### src/rtl/br_issue_sched.sv
// br_issue_sched: branch-class issue queue with oldest-ready select,
// wakeup from two writeback ports and mispredict kill of younger entries.
// Ports: clk/reset (async, active high); disp_* dispatch in (valid/ready,
// payload, two source pregs + ready bits); wb_valid/wb_preg0/wb_preg1 wakeup;
// fu_ready + issue_* select out; mispredict/mispredict_tag/curr_rob_tag flush;
// occupancy = valid entry count.
// Optional macro BR_SCHED_PERF_EN adds saturating counters perf_issued,
// perf_killed and perf_full_cycles.

package br_sched_pkg;
  localparam int BR_TAG_W  = 5;
  localparam int BR_PREG_W = 7;

  typedef struct packed {
    logic [BR_TAG_W-1:0]  rob_index;
    logic [6:0]           opcode;
    logic [2:0]           func3;
    logic [31:0]          pc;
    logic [31:0]          imm;
    logic [BR_PREG_W-1:0] pd;
  } rs_data;

  typedef enum logic [1:0] {
    S_FREE,
    S_WAIT,
    S_READY
  } ent_state_e;
endpackage

module br_issue_sched
  import br_sched_pkg::*;
#(
  parameter int DEPTH    = 4,
  parameter int ROB_SIZE = 16,
  parameter int TAG_W    = BR_TAG_W,
  parameter int PREG_W   = BR_PREG_W
) (
  input  logic                    clk,
  input  logic                    reset,
  input  logic                    disp_valid,
  output logic                    disp_ready,
  input  rs_data                  disp_data,
  input  logic [PREG_W-1:0]       disp_ps1,
  input  logic                    disp_ps1_rdy,
  input  logic [PREG_W-1:0]       disp_ps2,
  input  logic                    disp_ps2_rdy,
  input  logic [1:0]              wb_valid,
  input  logic [PREG_W-1:0]       wb_preg0,
  input  logic [PREG_W-1:0]       wb_preg1,
  input  logic                    fu_ready,
  output logic                    issue_valid,
  output rs_data                  issue_data,
  output logic [PREG_W-1:0]       issue_ps1,
  output logic [PREG_W-1:0]       issue_ps2,
  input  logic                    mispredict,
  input  logic [TAG_W-1:0]        mispredict_tag,
  input  logic [TAG_W-1:0]        curr_rob_tag,
  output logic [$clog2(DEPTH):0]  occupancy
`ifdef BR_SCHED_PERF_EN
  ,
  output logic [31:0]             perf_issued,
  output logic [31:0]             perf_killed,
  output logic [31:0]             perf_full_cycles
`endif
);

  localparam int CW = $clog2(DEPTH) + 1;

  ent_state_e        state_q [DEPTH];
  rs_data            data_q  [DEPTH];
  logic [PREG_W-1:0] ps1_q   [DEPTH];
  logic [PREG_W-1:0] ps2_q   [DEPTH];
  logic [DEPTH-1:0]  rdy1_q;
  logic [DEPTH-1:0]  rdy2_q;
  // age_q[j][i] = 1: entry j was dispatched before entry i
  logic [DEPTH-1:0]  age_q   [DEPTH];
  logic [DEPTH-1:0]  age_d   [DEPTH];

  logic [DEPTH-1:0]  valid;
  logic [DEPTH-1:0]  ready;
  logic [DEPTH-1:0]  kill;
  logic [DEPTH-1:0]  wake1;
  logic [DEPTH-1:0]  wake2;
  logic [DEPTH-1:0]  sel_oh;
  logic [DEPTH-1:0]  alloc_oh;
  logic              older;
  logic              disp_fire;
  logic              issue_fire;
  logic              d_rdy1;
  logic              d_rdy2;
  logic [TAG_W-1:0]  d_t;
  logic [CW-1:0]     occ;

  function automatic logic wb_hit(input logic [PREG_W-1:0] p);
    return (wb_valid[0] && (wb_preg0 == p)) ||
           (wb_valid[1] && (wb_preg1 == p));
  endfunction

  // (a - b) mod ROB_SIZE; both tags are below ROB_SIZE
  function automatic logic [TAG_W-1:0] tag_dist(
    input logic [TAG_W-1:0] a,
    input logic [TAG_W-1:0] b
  );
    logic [TAG_W:0] d;
    d = {1'b0, a} + (TAG_W+1)'(ROB_SIZE) - {1'b0, b};
    if (d >= (TAG_W+1)'(ROB_SIZE))
      d = d - (TAG_W+1)'(ROB_SIZE);
    return d[TAG_W-1:0];
  endfunction

  always_comb begin
    valid = '0;
    ready = '0;
    kill  = '0;
    wake1 = '0;
    wake2 = '0;
    occ   = '0;
    d_t   = tag_dist(curr_rob_tag, mispredict_tag);
    for (int i = 0; i < DEPTH; i++) begin
      valid[i] = state_q[i] != S_FREE;
      ready[i] = state_q[i] == S_READY;
      wake1[i] = rdy1_q[i] | wb_hit(ps1_q[i]);
      wake2[i] = rdy2_q[i] | wb_hit(ps2_q[i]);
      occ      = occ + CW'(valid[i]);
      kill[i]  = mispredict && valid[i] &&
                 (tag_dist(data_q[i].rob_index, mispredict_tag) != '0) &&
                 (tag_dist(data_q[i].rob_index, mispredict_tag) < d_t);
    end
  end

  always_comb begin
    alloc_oh = '0;
    for (int i = DEPTH - 1; i >= 0; i--)
      if (!valid[i])
        alloc_oh = DEPTH'(1) << i;
  end

  // an entry is selected when no other ready entry is older
  always_comb begin
    sel_oh = '0;
    older  = 1'b0;
    for (int i = 0; i < DEPTH; i++) begin
      older = 1'b0;
      for (int j = 0; j < DEPTH; j++)
        if (j != i && ready[j] && age_q[j][i])
          older = 1'b1;
      sel_oh[i] = ready[i] & ~older;
    end
  end

  always_comb begin
    issue_valid = (|ready) & ~mispredict;
    issue_data  = '0;
    issue_ps1   = '0;
    issue_ps2   = '0;
    for (int i = 0; i < DEPTH; i++)
      if (sel_oh[i] && !mispredict) begin
        issue_data = data_q[i];
        issue_ps1  = ps1_q[i];
        issue_ps2  = ps2_q[i];
      end
  end

  assign occupancy  = occ;
  assign disp_ready = (occ < CW'(DEPTH)) & ~mispredict;
  assign disp_fire  = disp_valid & disp_ready;
  assign issue_fire = issue_valid & fu_ready;
  assign d_rdy1     = disp_ps1_rdy | wb_hit(disp_ps1);
  assign d_rdy2     = disp_ps2_rdy | wb_hit(disp_ps2);

  // new entry is younger than every live entry
  always_comb begin
    for (int i = 0; i < DEPTH; i++) begin
      age_d[i] = age_q[i];
      for (int j = 0; j < DEPTH; j++)
        if (disp_fire && alloc_oh[j])
          age_d[i][j] = valid[i];
      if (disp_fire && alloc_oh[i])
        age_d[i] = '0;
    end
  end

  always_ff @(posedge clk or posedge reset) begin
    if (reset) begin
      rdy1_q <= '0;
      rdy2_q <= '0;
      for (int i = 0; i < DEPTH; i++) begin
        state_q[i] <= S_FREE;
        data_q[i]  <= '0;
        ps1_q[i]   <= '0;
        ps2_q[i]   <= '0;
        age_q[i]   <= '0;
      end
    end else begin
      for (int i = 0; i < DEPTH; i++) begin
        age_q[i] <= age_d[i];
        if (kill[i] || (issue_fire && sel_oh[i])) begin
          state_q[i] <= S_FREE;
        end else if (disp_fire && alloc_oh[i]) begin
          data_q[i]  <= disp_data;
          ps1_q[i]   <= disp_ps1;
          ps2_q[i]   <= disp_ps2;
          rdy1_q[i]  <= d_rdy1;
          rdy2_q[i]  <= d_rdy2;
          state_q[i] <= (d_rdy1 && d_rdy2) ? S_READY : S_WAIT;
        end else if (state_q[i] == S_WAIT) begin
          rdy1_q[i] <= wake1[i];
          rdy2_q[i] <= wake2[i];
          if (wake1[i] && wake2[i])
            state_q[i] <= S_READY;
        end
      end
    end
  end

`ifdef BR_SCHED_PERF_EN
  logic [CW-1:0] n_kill;

  always_comb begin
    n_kill = '0;
    for (int i = 0; i < DEPTH; i++)
      n_kill = n_kill + CW'(kill[i]);
  end

  function automatic logic [31:0] sat_add(
    input logic [31:0] a,
    input logic [31:0] b
  );
    logic [32:0] s;
    s = {1'b0, a} + {1'b0, b};
    return s[32] ? '1 : s[31:0];
  endfunction

  always_ff @(posedge clk or posedge reset) begin
    if (reset) begin
      perf_issued      <= '0;
      perf_killed      <= '0;
      perf_full_cycles <= '0;
    end else begin
      perf_issued      <= sat_add(perf_issued, 32'(issue_fire));
      perf_killed      <= sat_add(perf_killed, 32'(n_kill));
      perf_full_cycles <= sat_add(perf_full_cycles,
                            32'(disp_valid && (occ == CW'(DEPTH))));
    end
  end
`endif

endmodule

### config.mk
export PLATFORM = sky130hd
export DESIGN_NAME = br_issue_sched
export DESIGN_NICKNAME = d
export VERILOG_FILES = /design/src/rtl/br_issue_sched.sv
export SDC_FILE = /design/constraint.sdc
export NUM_CORES = 1
export LEC_CHECK = 0
export BUFFER_PORTS_ARGS = -buffer_cell sky130_fd_sc_hd__buf_2
export CAP_MARGIN = 20
export CORE_AREA = 4 4 204 206
export CTS_CLUSTER_DIAMETER = 50
export DETAILED_ROUTE_END_ITERATION = 8
export DIE_AREA = 0 0 208 210
export HOLD_SLACK_MARGIN = 0.1
export PLACE_DENSITY = 0.77
export SLEW_MARGIN = 25
export SYNTH_ARGS = -nofsm -noshare
export SYNTH_HDL_FRONTEND = slang
export SYNTH_SLANG_ARGS = --single-unit
### constraint.sdc
create_clock -name clk -period 16 [get_ports clk]
set_input_delay 2.4 -clock clk [delete_from_list [all_inputs] [get_ports clk]]
set_output_delay 2.4 -clock clk [all_outputs]
set_load 0.03 [all_outputs]
-- Yosys cells after proc, flatten, opt, wreduce, memory -nomap -nowiden
Cells that the tools add are included.
- logic and storage cells: 336
- output and inout bits: 105
- flip-flop bits (word level): 428
- input bits: 133
- multiplexer cells: 82
- equality and inequality tests: 28
- add/subtract/negate cells: 18
- magnitude comparators: 10
- bitwise gates (word level): 27
- reductions and logical operators: 115
- operators with widths (cell ; number):
    2-to-1 mux 86 bit ; 4
    equality test 7 bit ; 20
    logical AND 1 bit ; 61
    2-to-1 mux 7 bit ; 8
    2-to-1 mux 1 bit ; 40
    2-to-1 mux 2 bit ; 17
    adder 5 x 5 -> 6 bit (second input constant) ; 5
    >= comparator 6 x 5 -> 1 bit (second input constant) ; 5
    subtractor 6 x 5 -> 6 bit ; 5
    2-to-1 mux 4 bit ; 7
    nonzero test 2 bit ; 14
    2-to-1 mux 5 bit ; 5
    subtractor 5 bit (second input constant) ; 5
    AND reduction 2 bit ; 12
    nonzero test 3 bit ; 8
    < comparator 5 bit ; 4
    nonzero test 5 bit ; 4
    logical OR 1 bit ; 14
    bitwise OR 1 bit ; 10
    NOT 1 bit ; 9
    AND 1 bit ; 8
    equality test 2 x 1 -> 1 bit (second input constant) ; 4
    equality test 2 bit (second input constant) ; 4
    OR reduction 4 bit ; 1
    other kinds (6) ; 6

-- Depth between registers and ports, before layout
- depth in word-level cells: 12
- gate-level depth with buffers: 16
- depth with buffers taken out: 16

-- Worst setup path before layout
OpenSTA, ideal clock, no wires.
- path kind: input-to-output
- from: input mispredict
- to: output issue_data[0] in the netlist's numbering
- stages on the path: 6
- required time: 13.600 ns
- slack: 9.493 ns
- data arrival time: 4.107 ns
- buffers on the path: 2
- path through: buf_2 > nor2_1 > clkbuf_1 > a221o_1 > o21ai_0 > o21ai_0
- RTL lines (element ; RTL line ; RTL):
    from (decl) ; 55 ; input logic mispredict,
    to (decl) ; 52 ; output rs_data issue_data,

==> reports/metrics.yaml <==
global_routing:
  antenna_found_initial: 10
  grt_pass1_vias: 17800
  overflow: 0
  grt_max_degree: 108
  grt_usage: 0.271
  grt_pass1_wl_um: 97000
routing:
  drtPass1Iterations: 7
  drc: 0
  drt_iter0_markers: 1562
  ant_nets: 0
  wl_um: 60400
  via_per_inst: 6.04
  wl_per_cell_um: 20.9
  routed-via-count: 17500
clocking:
  htree_levels: 2
  cts_sinks: 428
  cts_tree: "yes"
  cts_hold_buffers: 0
  clk_path_buf_depth: 3
  post_cts_buffers: 0
  cts_resized: 0
  path_clk_slew_ns: 0.06
  clk_latency_ns: 0.59
  cts_buffers: 46
  root_buffer: "clkbuf_16"
finish:
  drive_gt1_frac: 0.269
  nFillCells: 3106
  fin_nets: 2527
  utilization: 0.640
  area_delta_synth_final_pct: 13.0
  design_area_um2: 25400
yosys:
  synthCells: 2162
  synth-seq-area-share: 0.477
  syn_area_um2: 22500
  synthFlopType: "dfrtp_1"
  synth-edff-count: 0
  avgSynthCellArea_um2: 10.4
  async_flop_share: 1.00
  synth-seq-cells: 428
  synth_nets: 2365
  yosys_warnings: 0
  ys_types: 67
place:
  dp_hpwl_um: 38400
  placed_cell_area_um2: 23900
  gp_congestion: 0.925
  dp_slack_ns: 8.48
  portBuffers: 237
hold_path:
  holdPathStages: 2
  hold_path_class: "register to register"
sta:
  tightest_slew_ns: 1.09
  finalCritPeriodShare: 0.475
  max-slew-margin-rel: 0.271
  setup_viol: 0
  fin_ws_ns: 8.40
  rsz0062_at_grt: "false"
  final.min_clock_period_ns: 7.60
  finClkSkew_ns: 0.0202
  hold_viol_final: 0
  fmax_ghz: 0.132
  fin_setup_tns_ns: 0
  maxSlewViolCount: 0
setup_path:
  worst_ep_required_time_ns: 13.60
  end_kind: "output pin"
  cp_max_fo: 83
  crit_arrival_ns: 5.20
  crit_type: "input pin to output pin"
  r2r_cells: 11
  start_kind: "input pin"
floorplan:
  design.die.area_um2: 43700
  die_h_um: 210
  start_util: 0.567
  ioPinCount: 238
  coreArea_um2: 39600
  die_x_um: 208
  rows: 73
run:
  max_cap_viol_count: 0
pwr:
  p_leak_uw: 0.0119
  power_uw: 4930
  ir_worst_vdd_mv: 0.124
  cellPowerDensity_nw_per_um2: 194
outcome:
  outcome: "complete, no violations"
==> metrics by stage <==
step                      hold slack, ns  cells
after CTS                          0.477   2886
after global routing               0.489   2889
after global placement             0.458   2800
after detailed placement           0.463   2801
after floorplan                    0.446   2162
final                              0.475   2892
==> sequential cells by signal, indices dropped and copies added, names as in the netlist <==
signal   cells
ps1_q       28
rdy1_q       4
state_q      8
rdy2_q       4
age_q       12
ps2_q       28
data_q     344
==> layer usage <==
layer  wire [um]  share of wire  up-vias  global-route usage
met5          46        0.00076        -                   0
met4        1710          0.028        8              0.0917
met3        4240          0.070      127              0.0515
met2       29100           0.48      680               0.444
met1       25300           0.42     8773               0.368
li1            -              -     7888                   -
==> kinds of logic (layout without fill, tap and decap cells) <==
| kind of cell | after synthesis | count (layout) | synth area share |
|---|---|---|---|
| simple gates | 624 | 624 | 0.119 |
| flops | 428 | 428 | 0.477 |
| compound gates | 405 | 405 | 0.121 |
| mux | 284 | 284 | 0.144 |
| buf+inv | 203 | 402 | 0.0400 |
| xor+xnor | 148 | 148 | 0.0577 |
| fa+ha+maj | 70 | 70 | 0.0410 |
| other cells | 0 | 6 | 0 |
==> worst paths after layout <==
path	startpoint	endpoint	slack (ns)
worst min-delay path	data_q[268]	data_q[268]	0.47
min in group asynchronous	reset	data_q[80]	1.93
worst max register to register	state_q[1]	state_q[7]	11.31
max in group asynchronous	reset	ps1_q[4]	11.95
worst min register to register	data_q[268]	data_q[268]	0.47
worst max-delay path	mispredict	issue_data[32]	8.40
==> power by group <==
group / internal (uW) / leakage, uW / switching [uW] / total (uW)
sequential: 1570 / 0.00532 / 338 / 1910
combinational: 855 / 0.00584 / 1120 / 1970
clock: 597 / 0.000743 / 450 / 1050
total: 3030 / 0.0119 / 1910 / 4930
==> cell usage in the layout (no fill, tap or decap), drive strengths merged, types with 5 or more instances in the layout <==
cell    count
xnor2     104
nand2     463
dfrtp     428
nor3b       5
o211ai      7
inv        64
mux2      284
nand4      32
ha         64
a21o        6
buf       257
fa          6
clkinv     13
nor3        9
o21ai     227
a21oi      18
diode       6
xor2       44
clkbuf     67
nor2       49
a41oi       5
nand3       6
nand3b      6
nor2b      11
a221o     100
nor4       13
nand2b      8
and2        5
o31ai       5
==> final cells by class <==
type | count | area, um^2 | area share
multi-input cells | 1531 | 10900 | 0.430
flip-flops and latches | 428 | 10700 | 0.422
repair buffers | 257 | 1350 | 0.0533
clock buffers | 67 | 1320 | 0.0520
well taps | 525 | 657 | 0.0259
inverters | 60 | 233 | 0.00917
clock inverters | 18 | 181 | 0.00715
diodes | 6 | 15.0 | 0.000592
==> cell usage after synthesis, types with 4 or more instances <==
| library cell | count | area share |
|---|---|---|
| inv_1 | 60 | 0.010 |
| buf_2 | 76 | 0.017 |
| a21o_1 | 6 | 0.0020 |
| ha_1 | 64 | 0.036 |
| nor2b_1 | 11 | 0.0031 |
| nor3b_1 | 5 | 0.0017 |
| mux2_4 | 12 | 0.0080 |
| nand3b_1 | 6 | 0.0020 |
| dfrtp_1 | 428 | 0.48 |
| a41oi_1 | 5 | 0.0019 |
| nand3_1 | 6 | 0.0013 |
| o21ai_0 | 224 | 0.050 |
| a22oi_1 | 4 | 0.0013 |
| nor4_1 | 12 | 0.0033 |
| nor2_1 | 49 | 0.0082 |
| xor2_1 | 44 | 0.017 |
| mux2_2 | 272 | 0.14 |
| a21oi_1 | 18 | 0.0040 |
| fa_1 | 6 | 0.0053 |
| nand4_1 | 32 | 0.0089 |
| nor3_1 | 8 | 0.0018 |
| a221o_1 | 100 | 0.045 |
| nand2_1 | 462 | 0.077 |
| xnor2_1 | 104 | 0.041 |
| clkbuf_1 | 60 | 0.010 |
| buf_6 | 4 | 0.0020 |
| nand2b_1 | 8 | 0.0022 |
| o211ai_1 | 7 | 0.0023 |
| o31ai_1 | 5 | 0.0017 |
==> worst max-delay path: stages <==
cell,delay [ns]
buf_2,0.24
inv_1,0.18
nand4_1,0.59
buf_4,0.78
o21ai_0,0.15
o21ai_0,0.40
buf_2,0.29
Power figures use the tool's default switching activity.
